===== config.mk =====
export PLATFORM = sky130hd
export DESIGN_NAME = writeback_regfile
export DESIGN_NICKNAME = d
export VERILOG_FILES = /design/src/rtl/writeback_regfile_pkg.sv /design/src/rtl/gpr_array.sv /design/src/rtl/writeback_regfile.sv
export SDC_FILE = /design/constraint.sdc
export NUM_CORES = 1
export LEC_CHECK = 0
export BUFFER_PORTS_ARGS = -buffer_cell sky130_fd_sc_hd__buf_2
export CAP_MARGIN = 20
export CORE_MARGIN = 2
export CORE_UTILIZATION = 44
export DETAILED_ROUTE_END_ITERATION = 12
export SLEW_MARGIN = 20
export SYNTH_ARGS = -nofsm -noshare
export SYNTH_HDL_FRONTEND = slang
export SYNTH_SLANG_ARGS = --single-unit

===== constraint.sdc =====
create_clock -name clk_i -period 5.03 [get_ports clk_i]
set_input_delay 1.006 -clock clk_i [delete_from_list [all_inputs] [get_ports clk_i]]
set_output_delay 1.006 -clock clk_i [all_outputs]
set_load 0.01 [all_outputs]

===== src/rtl/writeback_regfile_pkg.sv =====
// ---------------------------------------------------------------------------
// writeback_regfile_pkg
// Shared constants for the 8-bit pipeline's writeback stage and register
// file. The pipeline registers and decode import this same package, so the
// widths and select encodings stay in one place.
//   DATA_W_DEF / ADDR_W_DEF / CNT_W_DEF : default datapath, address and
//                                         commit-counter widths
//   ZERO_REG                            : index of the hard-wired zero register
//   WB_SRC_ALU / WB_SRC_MEM             : writeback source select encodings
// ---------------------------------------------------------------------------
package writeback_regfile_pkg;

  localparam int DATA_W_DEF = 8;
  localparam int ADDR_W_DEF = 3;
  localparam int CNT_W_DEF  = 16;

  localparam int unsigned ZERO_REG = 0;

  localparam logic WB_SRC_ALU = 1'b0;
  localparam logic WB_SRC_MEM = 1'b1;

endpackage


===== src/rtl/gpr_array.sv =====
// ---------------------------------------------------------------------------
// gpr_array
// General-purpose register storage: one synchronous write port, two
// asynchronous read ports. Register 0 is hard-wired to zero: writes to it are
// dropped and reads of it return zero.
//   clk_i, rst_n_i        : clock, asynchronous active-low reset
//   we_i, waddr_i, wdata_i: write port (commits on rising edge)
//   raddr_a_i / rdata_a_o : read port A
//   raddr_b_i / rdata_b_o : read port B
// ---------------------------------------------------------------------------
module gpr_array
  import writeback_regfile_pkg::*;
#(
  parameter int DATA_W = DATA_W_DEF,
  parameter int ADDR_W = ADDR_W_DEF
) (
  input  logic              clk_i,
  input  logic              rst_n_i,
  input  logic              we_i,
  input  logic [ADDR_W-1:0] waddr_i,
  input  logic [DATA_W-1:0] wdata_i,
  input  logic [ADDR_W-1:0] raddr_a_i,
  input  logic [ADDR_W-1:0] raddr_b_i,
  output logic [DATA_W-1:0] rdata_a_o,
  output logic [DATA_W-1:0] rdata_b_o
);

  localparam int NREGS = 1 << ADDR_W;
  localparam logic [ADDR_W-1:0] R0 = ADDR_W'(ZERO_REG);

  logic [DATA_W-1:0] regs_q [NREGS];

  // NOTE: this array is small and must read as zero straight out of reset,
  // so every entry is cleared by the async reset rather than left as RAM.
  always_ff @(posedge clk_i or negedge rst_n_i) begin
    if (!rst_n_i) begin
      for (int i = 0; i < NREGS; i++) begin
        regs_q[i] <= '0;
      end
    end else if (we_i && (waddr_i != R0)) begin
      // NOTE: state is updated with non-blocking assignments so every
      // flop samples pre-edge values regardless of block ordering.
      regs_q[waddr_i] <= wdata_i;
    end
  end

  assign rdata_a_o = (raddr_a_i == R0) ? '0 : regs_q[raddr_a_i];
  assign rdata_b_o = (raddr_b_i == R0) ? '0 : regs_q[raddr_b_i];

endmodule


===== src/rtl/writeback_regfile.sv =====
// ---------------------------------------------------------------------------
// writeback_regfile
// Writeback stage plus register file. Selects ALU result or memory data as
// the writeback value, commits it into the register file, serves two
// combinational read ports with same-cycle write-through bypass, and keeps a
// saturating count of committed writes for bring-up.
//   clk_i, rst_n_i             : clock, asynchronous active-low reset
//   regwrite_i                 : writeback enable this cycle
//   write_data_control_i       : source select (1 = q_i, 0 = alu_result_i)
//   alu_result_i, q_i          : candidate writeback values
//   write_addr_i               : destination register
//   rd_addr_a_i / rd_data_a_o  : read port A (rs)
//   rd_addr_b_i / rd_data_b_o  : read port B (rt)
//   wb_data_o                  : selected writeback value, for forwarding
//   wb_valid_o                 : a real (non-r0) write is happening
//   commit_count_o             : saturating committed-write counter
// ---------------------------------------------------------------------------
module writeback_regfile
  import writeback_regfile_pkg::*;
#(
  parameter int DATA_W = DATA_W_DEF,
  parameter int ADDR_W = ADDR_W_DEF,
  parameter int CNT_W  = CNT_W_DEF
) (
  input  logic              clk_i,
  input  logic              rst_n_i,
  input  logic              regwrite_i,
  input  logic              write_data_control_i,
  input  logic [DATA_W-1:0] alu_result_i,
  input  logic [DATA_W-1:0] q_i,
  input  logic [ADDR_W-1:0] write_addr_i,
  input  logic [ADDR_W-1:0] rd_addr_a_i,
  input  logic [ADDR_W-1:0] rd_addr_b_i,
  output logic [DATA_W-1:0] rd_data_a_o,
  output logic [DATA_W-1:0] rd_data_b_o,
  output logic [DATA_W-1:0] wb_data_o,
  output logic              wb_valid_o,
  output logic [CNT_W-1:0]  commit_count_o
);

  localparam logic [ADDR_W-1:0] R0 = ADDR_W'(ZERO_REG);

  logic [DATA_W-1:0] wb_data;
  logic [DATA_W-1:0] stor_a;
  logic [DATA_W-1:0] stor_b;
  logic              bypass_a;
  logic              bypass_b;
  logic [CNT_W-1:0]  count_q;
  logic [CNT_W-1:0]  count_d;

  // Writeback source select.
  always_comb begin
    // NOTE: give every always_comb output a default first so no path
    // leaves it unassigned and infers a latch.
    wb_data = alu_result_i;
    case (write_data_control_i)
      WB_SRC_MEM: wb_data = q_i;
      WB_SRC_ALU: wb_data = alu_result_i;
      default:    wb_data = alu_result_i;
    endcase
  end

  assign wb_data_o  = wb_data;
  assign wb_valid_o = regwrite_i && (write_addr_i != R0);

  gpr_array #(
    .DATA_W (DATA_W),
    .ADDR_W (ADDR_W)
  ) u_gpr_array (
    .clk_i     (clk_i),
    .rst_n_i   (rst_n_i),
    .we_i      (regwrite_i),
    .waddr_i   (write_addr_i),
    .wdata_i   (wb_data),
    .raddr_a_i (rd_addr_a_i),
    .raddr_b_i (rd_addr_b_i),
    .rdata_a_o (stor_a),
    .rdata_b_o (stor_b)
  );

  // wb_valid_o already excludes r0, so an address match implies a nonzero
  // read address. Bypass is suppressed in reset so the ports read zero.
  assign bypass_a = rst_n_i && wb_valid_o && (write_addr_i == rd_addr_a_i);
  assign bypass_b = rst_n_i && wb_valid_o && (write_addr_i == rd_addr_b_i);

  assign rd_data_a_o = bypass_a ? wb_data : stor_a;
  assign rd_data_b_o = bypass_b ? wb_data : stor_b;

  // Saturating commit counter: holds at all-ones instead of wrapping.
  always_comb begin
    count_d = count_q;
    if (wb_valid_o && (count_q != '1)) begin
      count_d = count_q + 1'b1;
    end
  end

  always_ff @(posedge clk_i or negedge rst_n_i) begin
    if (!rst_n_i) begin
      count_q <= '0;
    end else begin
      count_q <= count_d;
    end
  end

  assign commit_count_o = count_q;

endmodule


# Word-level counts from Yosys, hierarchy flattened
# Cells that the tools add are included.
dict set report classes {
  order_cmp 4
  n_reduce_logical 9
  multipliers 0
  shifts 0
  eq_ne 3
  muxes 14
  n_div 0
  bitwise 4
  addsub 1
}
# op count
set op_table {}
lappend op_table {{$mux 8} 9}
lappend op_table {{$bwmux 64} 1}
lappend op_table {{$bmux 8 s3} 2}
lappend op_table {{$demux 8 s3} 1}
lappend op_table {{$add 16x1->16 const B} 1}
lappend op_table {{$ne 16x16->1 const B} 1}
lappend op_table {{$pmux 8 s2} 1}
lappend op_table {{$ge 4x4->1 const B} 3}
lappend op_table {{$not 3->4} 3}
lappend op_table {{$eq 3x3->1} 2}
lappend op_table {{$logic_and 1x1->1} 6}
lappend op_table {{$logic_not 3->1} 2}
lappend op_table {{$lt 4x1->1 const B} 1}
lappend op_table {{$reduce_bool 3->1} 1}
lappend op_table {{$not 1->1} 1}
dict set report totals {
  mem_count 0
  elab_cells 44
  in_bits 29
  mem_bits_ro 0
  ramBits 0
  out_inout_bits 41
  latch_bits 0
  reg_bits 80
}

# Depth between registers and ports, before layout
# Gate-level depths: netlist of the first run.
dict set report logic_depth {
  depth_word 6
  depth_mapped 6
  ltp_nobuf 5
}

# Modules after synthesis
# From an unflattened synthesis of the first run, not the netlist that was laid out.
dict set report unflattened {
  cells_unflattened 351
  hier_area_um2 4588.2
}
# module area_per_inst_um2 cells_each instances seq_area_each_um2
set modules_own_cells {}
lappend modules_own_cells {gpr_array 3383.2 239 1 1401.3}
lappend modules_own_cells {writeback_regfile 1204.9 112 1 400.4}

# Least setup slack after synthesis of the first run
# Ideal clock, no wire load.
dict set report synth_timing {
  path_type {input to output}
  start {input rd_addr_a_i[0]}
  end {output rd_data_a_o[0]}
  arrival_ns 2.242
  t_required_ns 4.024
  n_path_buf 2
  cell_stages 6
  slack_ns 1.782
  path_cell_list {buf_4 buf_4 xnor2_1 nand4_2 o31ai_1 o22ai_1}
}
dict set report synth_between {
  elab_chain_len 6
  elab_cells_between_ends 9
  classes_between {eq/ne (1); mux (5); bitwise (1); reduce/logical (2)}
}
# element line
set synth_lines {}
lappend synth_lines {{from (decl)} writeback_regfile.sv:32} ;# input logic [ADDR_W-1:0] rd_addr_a_i,
lappend synth_lines {{$not 3->4 (not written as such)} gpr_array.sv:47} ;# assign rdata_a_o = (raddr_a_i == R0) ? '0 : regs_q[raddr_a_i];
lappend synth_lines {{$bmux 8 s3} gpr_array.sv:47}
lappend synth_lines {{$mux 8 (not written as such) (2 in series)} gpr_array.sv:47}
lappend synth_lines {{$mux 8} gpr_array.sv:47}
lappend synth_lines {{$mux 8 (*)} writeback_regfile.sv:86} ;# assign rd_data_a_o = bypass_a ? wb_data : stor_a;
lappend synth_lines {{to (decl)} writeback_regfile.sv:34} ;# output logic [DATA_W-1:0] rd_data_a_o,
# Every way passes the cells marked *; elsewhere a longest branch is shown, timed or not. The select of a mux whose other input is x is not followed.

# Worst setup path in the final report of the first run
dict set report layout_timing {
  start {input rd_addr_b_i[0]}
  end {output rd_data_b_o[6]}
}
dict set report layout_between {
  elab_chain_len 6
  elab_cells_between_ends 9
  classes_between {eq/ne (1); mux (5); bitwise (1); reduce/logical (2)}
}
# element line
set layout_lines {}
lappend layout_lines {{from (decl)} writeback_regfile.sv:33} ;# input logic [ADDR_W-1:0] rd_addr_b_i,
lappend layout_lines {{$not 3->4 (not written as such)} gpr_array.sv:48} ;# assign rdata_b_o = (raddr_b_i == R0) ? '0 : regs_q[raddr_b_i];
lappend layout_lines {{$bmux 8 s3} gpr_array.sv:48}
lappend layout_lines {{$mux 8 (not written as such) (2 in series)} gpr_array.sv:48}
lappend layout_lines {{$mux 8} gpr_array.sv:48}
lappend layout_lines {{$mux 8 (*)} writeback_regfile.sv:87} ;# assign rd_data_b_o = bypass_b ? wb_data : stor_b;
lappend layout_lines {{to (decl)} writeback_regfile.sv:35} ;# output logic [DATA_W-1:0] rd_data_b_o,
# Marked as above.

==> results of run 1 <==
## per-stage QoR
step           cell area [sq um]  setup WS (ns)  power (mW)
2_1_floorplan               4298          1.782       1.193
3_3_place_gp                4703          1.231       1.345
3_5_place_dp                4703          1.149       1.365
4_1_cts                     4937          1.147       1.927
5_1_grt                     4947          1.123       2.023
6_report                    4947          1.270       1.914
## final cells by class
| type | instances | area share [%] |
|---|---|---|
| Inverter | 10 | 0.7587 |
| Multi-Input combinational cell | 258 | 42.89 |
| Clock inverter | 5 | 2.150 |
| Tap cell | 133 | 3.364 |
| Timing Repair Buffer | 74 | 7.790 |
| Clock buffer | 10 | 2.580 |
| Sequential cell | 80 | 40.47 |
## state kept, by name, indices dropped and copies added (netlist names)
signal / flops
commit_count_o: 16
u_gpr_array.regs_q: 64
## kinds of logic (layout without fill, tap and decap cells)
family                     count (synthesis)  in the layout  share of synthesized area, %
and+or+nand+nor                           99             99                         11.41
AOI/OAI and AO/OA                         85             85                         11.21
DFF                                       80             80                         46.58
muxes                                     58             58                         22.88
buffers and inverters                     43             99                         4.571
xor gates and xnor gates                  15             15                         3.057
adders and majority gates                  1              1                        0.2911
## layer usage
layer  vias to the layer above  wire, um  track usage [%]
li1                       1504         -                -
met1                      1590      4613            28.62
met2                       109      4975            33.43
met3                        14       619            2.847
met4                         0       148            7.794
met5                         -         0                0
## worst min-delay path by stage
stage,slack (ns),startpoint,endpoint,depth (start not counted)
floorplan,0.44,u_gpr_array.regs_q[56]$_DFFE_PN0P_,u_gpr_array.regs_q[56]$_DFFE_PN0P_,1
global placement,0.38,u_gpr_array.regs_q[56]$_DFFE_PN0P_,u_gpr_array.regs_q[56]$_DFFE_PN0P_,0
detailed placement,0.38,u_gpr_array.regs_q[57]$_DFFE_PN0P_,u_gpr_array.regs_q[57]$_DFFE_PN0P_,0
CTS,0.40,u_gpr_array.regs_q[59]$_DFFE_PN0P_,u_gpr_array.regs_q[59]$_DFFE_PN0P_,0
global route,0.41,u_gpr_array.regs_q[57]$_DFFE_PN0P_,u_gpr_array.regs_q[57]$_DFFE_PN0P_,0
finish,0.40,u_gpr_array.regs_q[59]$_DFFE_PN0P_,u_gpr_array.regs_q[59]$_DFFE_PN0P_,0
## power groups by stage
stage	Sequential (mW)	Clock (mW)	Combinational, mW
5_1_grt	0.895	0.599	0.530
3_3_place_gp	0.876	0	0.468
2_1_floorplan	0.872	0	0.321
6_report	0.878	0.561	0.476
3_5_place_dp	0.888	0	0.478
4_1_cts	0.875	0.573	0.479
## Yosys cell counts (5+ instances only)
cell / instances
buf_4: 6
nand4_1: 5
nor2_1: 27
mux2i_1: 24
a21oi_1: 25
nor3_1: 7
nand2_1: 40
xor2_1: 9
o22ai_1: 16
mux4_2: 32
buf_2: 10
o21ai_0: 34
xnor2_1: 6
clkbuf_1: 17
inv_1: 10
dfrtp_1: 80
==> impl_metrics.tcl, run 1 <==
set metrics [dict create \
    status "complete, no violations" \
    clkTransAtPathRegs_ns 0.07 \
    first_iter_violations 162 \
    final_cells 570 \
    setup_viol 0 \
    min_period_ns 3.760 \
    sequentialPowerShare_pct 45.9 \
    synth_cells 381 \
    syn_nets 411 \
    core_sq_um 9639 \
    leakagePower_nw 2.244 \
    hold_class "flip-flop to flip-flop" \
    rsz0062_at_grt "no" \
    synth_area_per_cell_sq_um 11.28 \
    maxSlewViolCount 0 \
    ys_ff_latch 80 \
    grt_antenna_before_repair 0 \
    hold_violations 0 \
    routabilityCongestion 0.7798 \
    clock-root-buffer "clkbuf_8" \
    syn_area_sq_um 4298 \
    peakVddDrop_uv 238.7 \
    rr_worst_depth 5 \
    internal-power_mw 1.333 \
    synth_ff_type "dfrtp_1" \
    rr_endpoint "commit_count_o[1]$_DFFE_PN0P_" \
    cpMostUsedCell "buf_2" \
    power.switching_uw 581.2 \
    clock_power_share_pct 29.3 \
    hpwl_mm 6.979 \
    viasPerCell 5.644 \
    cp.arrival_ns 2.75 \
    drc 0 \
    finalSetupTns_ns 0 \
    dp_cells 555 \
    h-tree-depth 3 \
    critPathCaptureType "output port" \
    slew_headroom_pct 36.72 \
    critical-path-top-delay-family "buffers and inverters" \
    avgRoutedWirePerCell_um 18.17 \
    cts_tree "done" \
    cpPeakStageDelay_ns 0.50 \
    grt_overflow 0 \
    r2r_start "commit_count_o[0]$_DFFE_PN0P_" \
    cts_resized 0 \
    path_depth 6 \
    fp-row-count 36 \
    grt_usage_pct 20.64 \
    die_h_um 102.8 \
    cts_hold_buffers 0 \
    ys_top_cells_by_area "dfrtp_1, mux4_2, mux2i_1" \
    final_nets 463 \
    comb_power_share_pct 24.8 \
    clock_skew_ns 0.01141 \
    yosys.area.top_type "dfrtp_1" \
    clock-sinks 80 \
    multi_input_area_sq_um 2122 \
    layout_commonest_cell "dfrtp_1" \
    rrSetupSlack_ns 3.11 \
    switching_share_pct 30.36 \
    crit_fanout 18 \
    first_pass_iters 5 \
    layout-drive-gt1-share_pct 30.21 \
    cp-start-kind "input pin" \
    crit_slowest_cell "buf_2" \
    die_area_sq_um 10570 \
    antenna_cells 0 \
    worstMarginPinSlew_ns 0.9227 \
    holdWs_ns 0.3952 \
    synth_top_area_share_pct 46.58 \
    clk_latency_ns 0.35 \
    synth_seq_area_share_pct 46.58 \
    initial_core_util_pct 44.59 \
    ys_warn_count 0 \
    clock.fmax_mhz 266.0 \
    pin_count 70 \
    grt_pass1_vias 3127 \
    path_buf_inv 2 \
    area_delta_synth_final_pct 15.11 \
    final_util_pct 51.32 \
    crit_start "rd_addr_b_i[0]" \
    detail-route-antenna-nets 0 \
    synth_async_sr_flop_share_pct 100.0 \
    die_w_um 102.8 \
    period_share_pct 74.75 \
    clock_path_buffers 2 \
    seqCellArea_sq_um 2002 \
    ys_types 34 \
    cp-endpoint "rd_data_b_o[6]" \
    cts_buffers 9 \
    required_ns 4.02 \
    fill_cells 911 \
    grt_pass1_wl_mm 16.16 \
    final_cell_mix "dfrtp_1, buf_2, nand2_1" \
    maxCapViolCount 0 \
    place.port_buffers 69 \
    cp_cell_sequence "buf_2 > xnor2_1 > nand4_2 > o31ai_2 > o22ai_1 > buf_2" \
    post_cts_buffers 0 \
    powerDensity_nw_per_um2 386.9 \
    grt_max_degree 58 \
    vias 3217 \
    synth_edf_count 0 \
    crit_type "input pin to output port" \
    wirelength_mm 10.36 \
]
Power figures use the tool's default switching activity.
==> run 2, diff against run 1 <==
--- a/config.mk
+++ b/config.mk
@@ -10,6 +10,7 @@
 export CORE_MARGIN = 2
 export CORE_UTILIZATION = 44
 export DETAILED_ROUTE_END_ITERATION = 12
+export PLACE_DENSITY = 0.67
 export SLEW_MARGIN = 20
 export SYNTH_ARGS = -nofsm -noshare
 export SYNTH_HDL_FRONTEND = slang
==> constraint.sdc (replaced) <==
create_clock -name clk_i -period 3.07 [get_ports clk_i]
set_input_delay 0.614 -clock clk_i [delete_from_list [all_inputs] [get_ports clk_i]]
set_output_delay 0.614 -clock clk_i [all_outputs]
set_load 0.01 [all_outputs]
==> run 2 against run 1 <==
First-iteration DRC count up 8.6%. Via count up 2.3%. Sequential share of layout area down 0.48 points. Critical path depth down 1. Critical path type unchanged. Highest routed layer unchanged.
==> impl_metrics.tcl, run 2 (synthesis gave the netlist of run 1 again) <==
set metrics [dict create \
    final_cell_mix "dfrtp_1, buf_2, nand2_1" \
    worstMarginPinSlew_ns 0.7832 \
    critical-path-top-delay-family "multiplexers" \
    clk_latency_ns 0.35 \
    pin_count 70 \
    die_h_um 102.8 \
    setup_viol 0 \
    layout_commonest_cell "dfrtp_1" \
    required_ns 2.46 \
    cpPeakStageDelay_ns 0.59 \
    grt_overflow 0 \
    critPathCaptureType "output port" \
    final_nets 473 \
    maxCapViolCount 0 \
    hold_class "input pin to asynchronous set/reset pin" \
    die_area_sq_um 10570 \
    seqCellArea_sq_um 2002 \
    cts_buffers 9 \
    clock-root-buffer "clkbuf_8" \
    r2r_start "commit_count_o[0]$_DFFE_PN0P_" \
    fill_cells 881 \
    clkTransAtPathRegs_ns 0.08 \
    powerDensity_nw_per_um2 617.1 \
    grt_pass1_vias 3291 \
    viasPerCell 5.676 \
    first_iter_violations 176 \
    peakVddDrop_uv 409.2 \
    core_sq_um 9639 \
    final_util_pct 51.93 \
    place.port_buffers 69 \
    status "complete, no violations" \
    crit_fanout 18 \
    min_period_ns 2.843 \
    largest_reg_flops 64 \
    post_cts_buffers 0 \
    clock_path_buffers 2 \
    leakagePower_nw 2.287 \
    grt_antenna_before_repair 0 \
    area_delta_synth_final_pct 16.48 \
    cp.arrival_ns 2.23 \
    hold_violations 0 \
    finalSetupTns_ns 0 \
    rr_worst_depth 5 \
    cpMostUsedCell "buf_2" \
    crit_type "input pin to output port" \
    rrSetupSlack_ns 1.17 \
    rr_endpoint "commit_count_o[1]$_DFFE_PN0P_" \
    clock-sinks 80 \
    die_w_um 102.8 \
    slew_headroom_pct 47.51 \
    cp-start-kind "input pin" \
    antenna_cells 0 \
    hpwl_mm 7.003 \
    wirelength_mm 10.25 \
    grt_max_degree 81 \
    fp-row-count 36 \
    avgRoutedWirePerCell_um 17.68 \
    cp_cell_sequence "buf_2 > mux4_2 > mux2i_1 > o22ai_1 > buf_2" \
    first_pass_iters 4 \
    detail-route-antenna-nets 0 \
    p_total_mw 3.089 \
    maxSlewViolCount 0 \
    path_buf_inv 2 \
    multi_input_area_sq_um 2117 \
    crit_slowest_cell "mux4_2" \
    cts_resized 0 \
    cts_tree "done" \
    h-tree-depth 3 \
    layout-drive-gt1-share_pct 31.77 \
    vias 3292 \
    period_share_pct 92.61 \
    routabilityCongestion 0.8459 \
    grt_pass1_wl_mm 16.47 \
    initial_core_util_pct 44.59 \
    drc 0 \
    largest-register "u_gpr_array.regs_q" \
    cts_hold_buffers 0 \
    rsz0062_at_grt "no" \
    clock_skew_ns 0.009427 \
    clock.fmax_mhz 351.7 \
    grt_usage_pct 20.77 \
]
[run 2: per-layer routing]
layer	part of all wire, %	wire length (um)	GRT usage [%]
met1	44	4462	27.29
met2	49	4988	34.69
met3	6.3	648	4.542
met4	1.5	155	6.579
met5	0	0	0
[run 2: per-stage QoR]
| step | cells | worst slack [ns] | hold WS, ns | instance area (sq um) |
|---|---|---|---|---|
| after floorplan | 381 | 0.6060 | 0.3184 | 4298 |
| after global placement | 565 | 0.1989 | 0.3774 | 4778 |
| after detailed placement | 565 | 0.1667 | 0.3893 | 4778 |
| after CTS | 580 | 0.1698 | 0.4090 | 4997 |
| after global routing | 580 | 0.09933 | 0.4168 | 5006 |
| final | 580 | 0.2269 | 0.3905 | 5006 |
[run 2: worst reg2reg max path, cell delays in order (launching register included)]
cell	delay, ns
dfrtp_1	0.41
ha_1	0.23
nand3_1	0.17
nor4_2	0.52
nor2_1	0.16
mux2_2	0.30
[run 2: final cells by class]
class	count	area share, %
clock buffer	10	2.749
clock inverter	5	1.625
inverter	10	0.7498
multi-input combinational	258	42.29
sequential	80	39.99
tap	133	3.324
timing repair buffer	84	9.273
[run 2: worst max path at each step]
stage / from / slack [ns] / cells after the start / end
2_1_floorplan: rd_addr_a_i[0] / 0.61 / 6 / rd_data_a_o[0]
3_3_place_gp: rd_addr_a_i[0] / 0.20 / 4 / rd_data_a_o[3]
3_5_place_dp: rd_addr_a_i[0] / 0.17 / 4 / rd_data_a_o[6]
4_1_cts: rd_addr_a_i[0] / 0.17 / 4 / rd_data_a_o[6]
5_1_grt: rd_addr_b_i[0] / 0.1 / 5 / rd_data_b_o[7]
6_report: rd_addr_b_i[0] / 0.23 / 5 / rd_data_b_o[7]
[run 2: power by group]
group	internal [mW]	leakage [nW]	switching, mW
Sequential	1.26	0.986	0.184
Combinational	0.402	1.19	0.397
Clock	0.476	0.108	0.376
==> run 3, diff against run 2 <==
--- a/config.mk
+++ b/config.mk
@@ -7,6 +7,7 @@
 export LEC_CHECK = 0
 export BUFFER_PORTS_ARGS = -buffer_cell sky130_fd_sc_hd__buf_2
 export CAP_MARGIN = 20
+export CORE_ASPECT_RATIO = 1.25
 export CORE_MARGIN = 2
 export CORE_UTILIZATION = 44
 export DETAILED_ROUTE_END_ITERATION = 12
==> run 3 against run 2 <==
Die area hardly changed. Non-clock buffer count is 6 higher. Clock power is 35% higher. Global-route usage is 1.5 points higher. Clock skew is 0.00052 ns lower. Largest cell class unchanged.
==> impl_metrics.tcl, run 3 (synthesis gave the netlist of run 1 again) <==
set metrics [dict create \
    critPathCaptureType "output port" \
    place_ws_ns 0.1260 \
    die_h_um 114.5 \
    area_delta_synth_final_pct 19.85 \
    clk_latency_ns 0.34 \
    grt_overflow 0 \
    post_cts_buffers 0 \
    vias 3344 \
    cts_resized 0 \
    clkTransAtPathRegs_ns 0.06 \
    largest-register "u_gpr_array.regs_q" \
    h-tree-depth 3 \
    period_share_pct 94.77 \
    core_sq_um 9559 \
    layout-drive-gt1-share_pct 32.60 \
    drc 0 \
    final_cell_mix "dfrtp_1, buf_2, nand2_1" \
    crit_fanout 18 \
    die_w_um 92.40 \
    antenna_cells 0 \
    clock_path_buffers 2 \
    die_area_sq_um 10580 \
    grt_max_degree 78 \
    grt_usage_pct 22.30 \
    crit_type "input pin to output port" \
    layout_commonest_cell "dfrtp_1" \
    status "complete, no violations" \
    cts_hold_buffers 0 \
    avgRoutedWirePerCell_um 18.78 \
    setup_viol 0 \
    clock-root-buffer "clkbuf_16" \
    dp_cells 563 \
    hold_class "input pin to asynchronous set/reset pin" \
    grt_pass1_vias 3422 \
    finalSetupTns_ns 0 \
    clock_skew_ns 0.008907 \
    first_pass_iters 4 \
    cp.arrival_ns 2.30 \
    slew_headroom_pct 33.32 \
    pin_count 70 \
    setup_ws_ns 0.1606 \
    fill_cells 842 \
    place.port_buffers 69 \
    cp-start-kind "input pin" \
    grt_antenna_before_repair 0 \
    maxSlewViolCount 0 \
    largest_reg_flops 64 \
    hpwl_mm 7.480 \
    fp-row-count 40 \
    cts_tree "done" \
    critical-path-top-delay-family "compound AO/OA/AOI/OAI gates" \
    hold_violations 0 \
    maxCapViolCount 0 \
    detail-route-antenna-nets 0 \
    final_cells 580 \
    clock.fmax_mhz 343.7 \
    leakagePower_nw 2.369 \
    viasPerCell 5.766 \
    wirelength_mm 10.89 \
    peakVddDrop_uv 456.8 \
    crit_slowest_cell "o31ai_1" \
    required_ns 2.46 \
    min_period_ns 2.909 \
    worstMarginPinSlew_ns 0.9917 \
    cts_buffers 9 \
    final_nets 479 \
    routabilityCongestion 0.7981 \
    initial_core_util_pct 44.96 \
    rsz0062_at_grt "no" \
    clock-sinks 80 \
    first_iter_violations 152 \
    cpPeakStageDelay_ns 0.90 \
    cp_cell_sequence "clkbuf_4 > o31ai_1 > o22ai_1 > buf_2" \
    grt_pass1_wl_mm 18.05 \
    path_buf_inv 2 \
    powerDensity_nw_per_um2 660.7 \
]
-- run 3: routing by layer --
| metal | wire, um | GRT usage, % |
|---|---|---|
| met5 | 0 | 0 |
| met4 | 222 | 7.463 |
| met3 | 809 | 4.213 |
| met2 | 5530 | 37.37 |
| met1 | 4331 | 29.35 |
-- run 3: worst paths after layout --
check	from	endpoint	slack, ns	cells after the start
min reg2reg	u_gpr_array.regs_q[60]$_DFFE_PN0P_	u_gpr_array.regs_q[60]$_DFFE_PN0P_	0.40	0
min	rst_n_i	u_gpr_array.regs_q[20]$_DFFE_PN0P_	0.08	1
min in group clk_i	u_gpr_array.regs_q[60]$_DFFE_PN0P_	u_gpr_array.regs_q[60]$_DFFE_PN0P_	0.40	0
max in group asynchronous	rst_n_i	commit_count_o[13]$_DFFE_PN0P_	2.07	3
max reg2reg	commit_count_o[0]$_DFFE_PN0P_	commit_count_o[1]$_DFFE_PN0P_	1.15	5
max	rd_addr_a_i[0]	rd_data_a_o[2]	0.16	4
-- run 3: report_power, final --
| part | switching (mW) | internal (mW) | leakage, nW |
|---|---|---|---|
| registers | 0.187 | 1.26 | 0.986 |
| clock network | 0.437 | 0.713 | 0.159 |
| logic | 0.400 | 0.408 | 1.22 |
| total | 1.02 | 2.38 | 2.37 |
-- run 3: layout make-up --
type                       instances  area (sq um)  share of cell area, %
clock buffer                       9         225.2                  4.372
inverter                          10         37.54                 0.7287
clock inverter                     7         96.34                  1.870
sequential                        80          2002                  38.86
tap                              126         157.7                  3.060
timing repair buffer              90         520.5                  10.10
multi-input combinational        258          2112                  41.00
-- run 3: worst reg2reg max path, delay by kind of cell (launching register included) --
family        cells  cell delay (ns)
mux               1             0.30
simple gates      3             0.88
flops             1             0.40
fa+ha+maj         1             0.23
-- run 3: per-stage QoR --
stage               hold WS (ns)  utilization, %  power, mW  cell area (sq um)
finish                   0.07824           53.89      3.403               5151
global route             0.06641           53.89      3.587               5151
CTS                      0.07219           53.65      3.416               5129
detailed placement        0.3836           50.29      2.261               4807
global placement          0.3763           50.29      2.225               4807
floorplan                 0.3184               -      1.955               4298
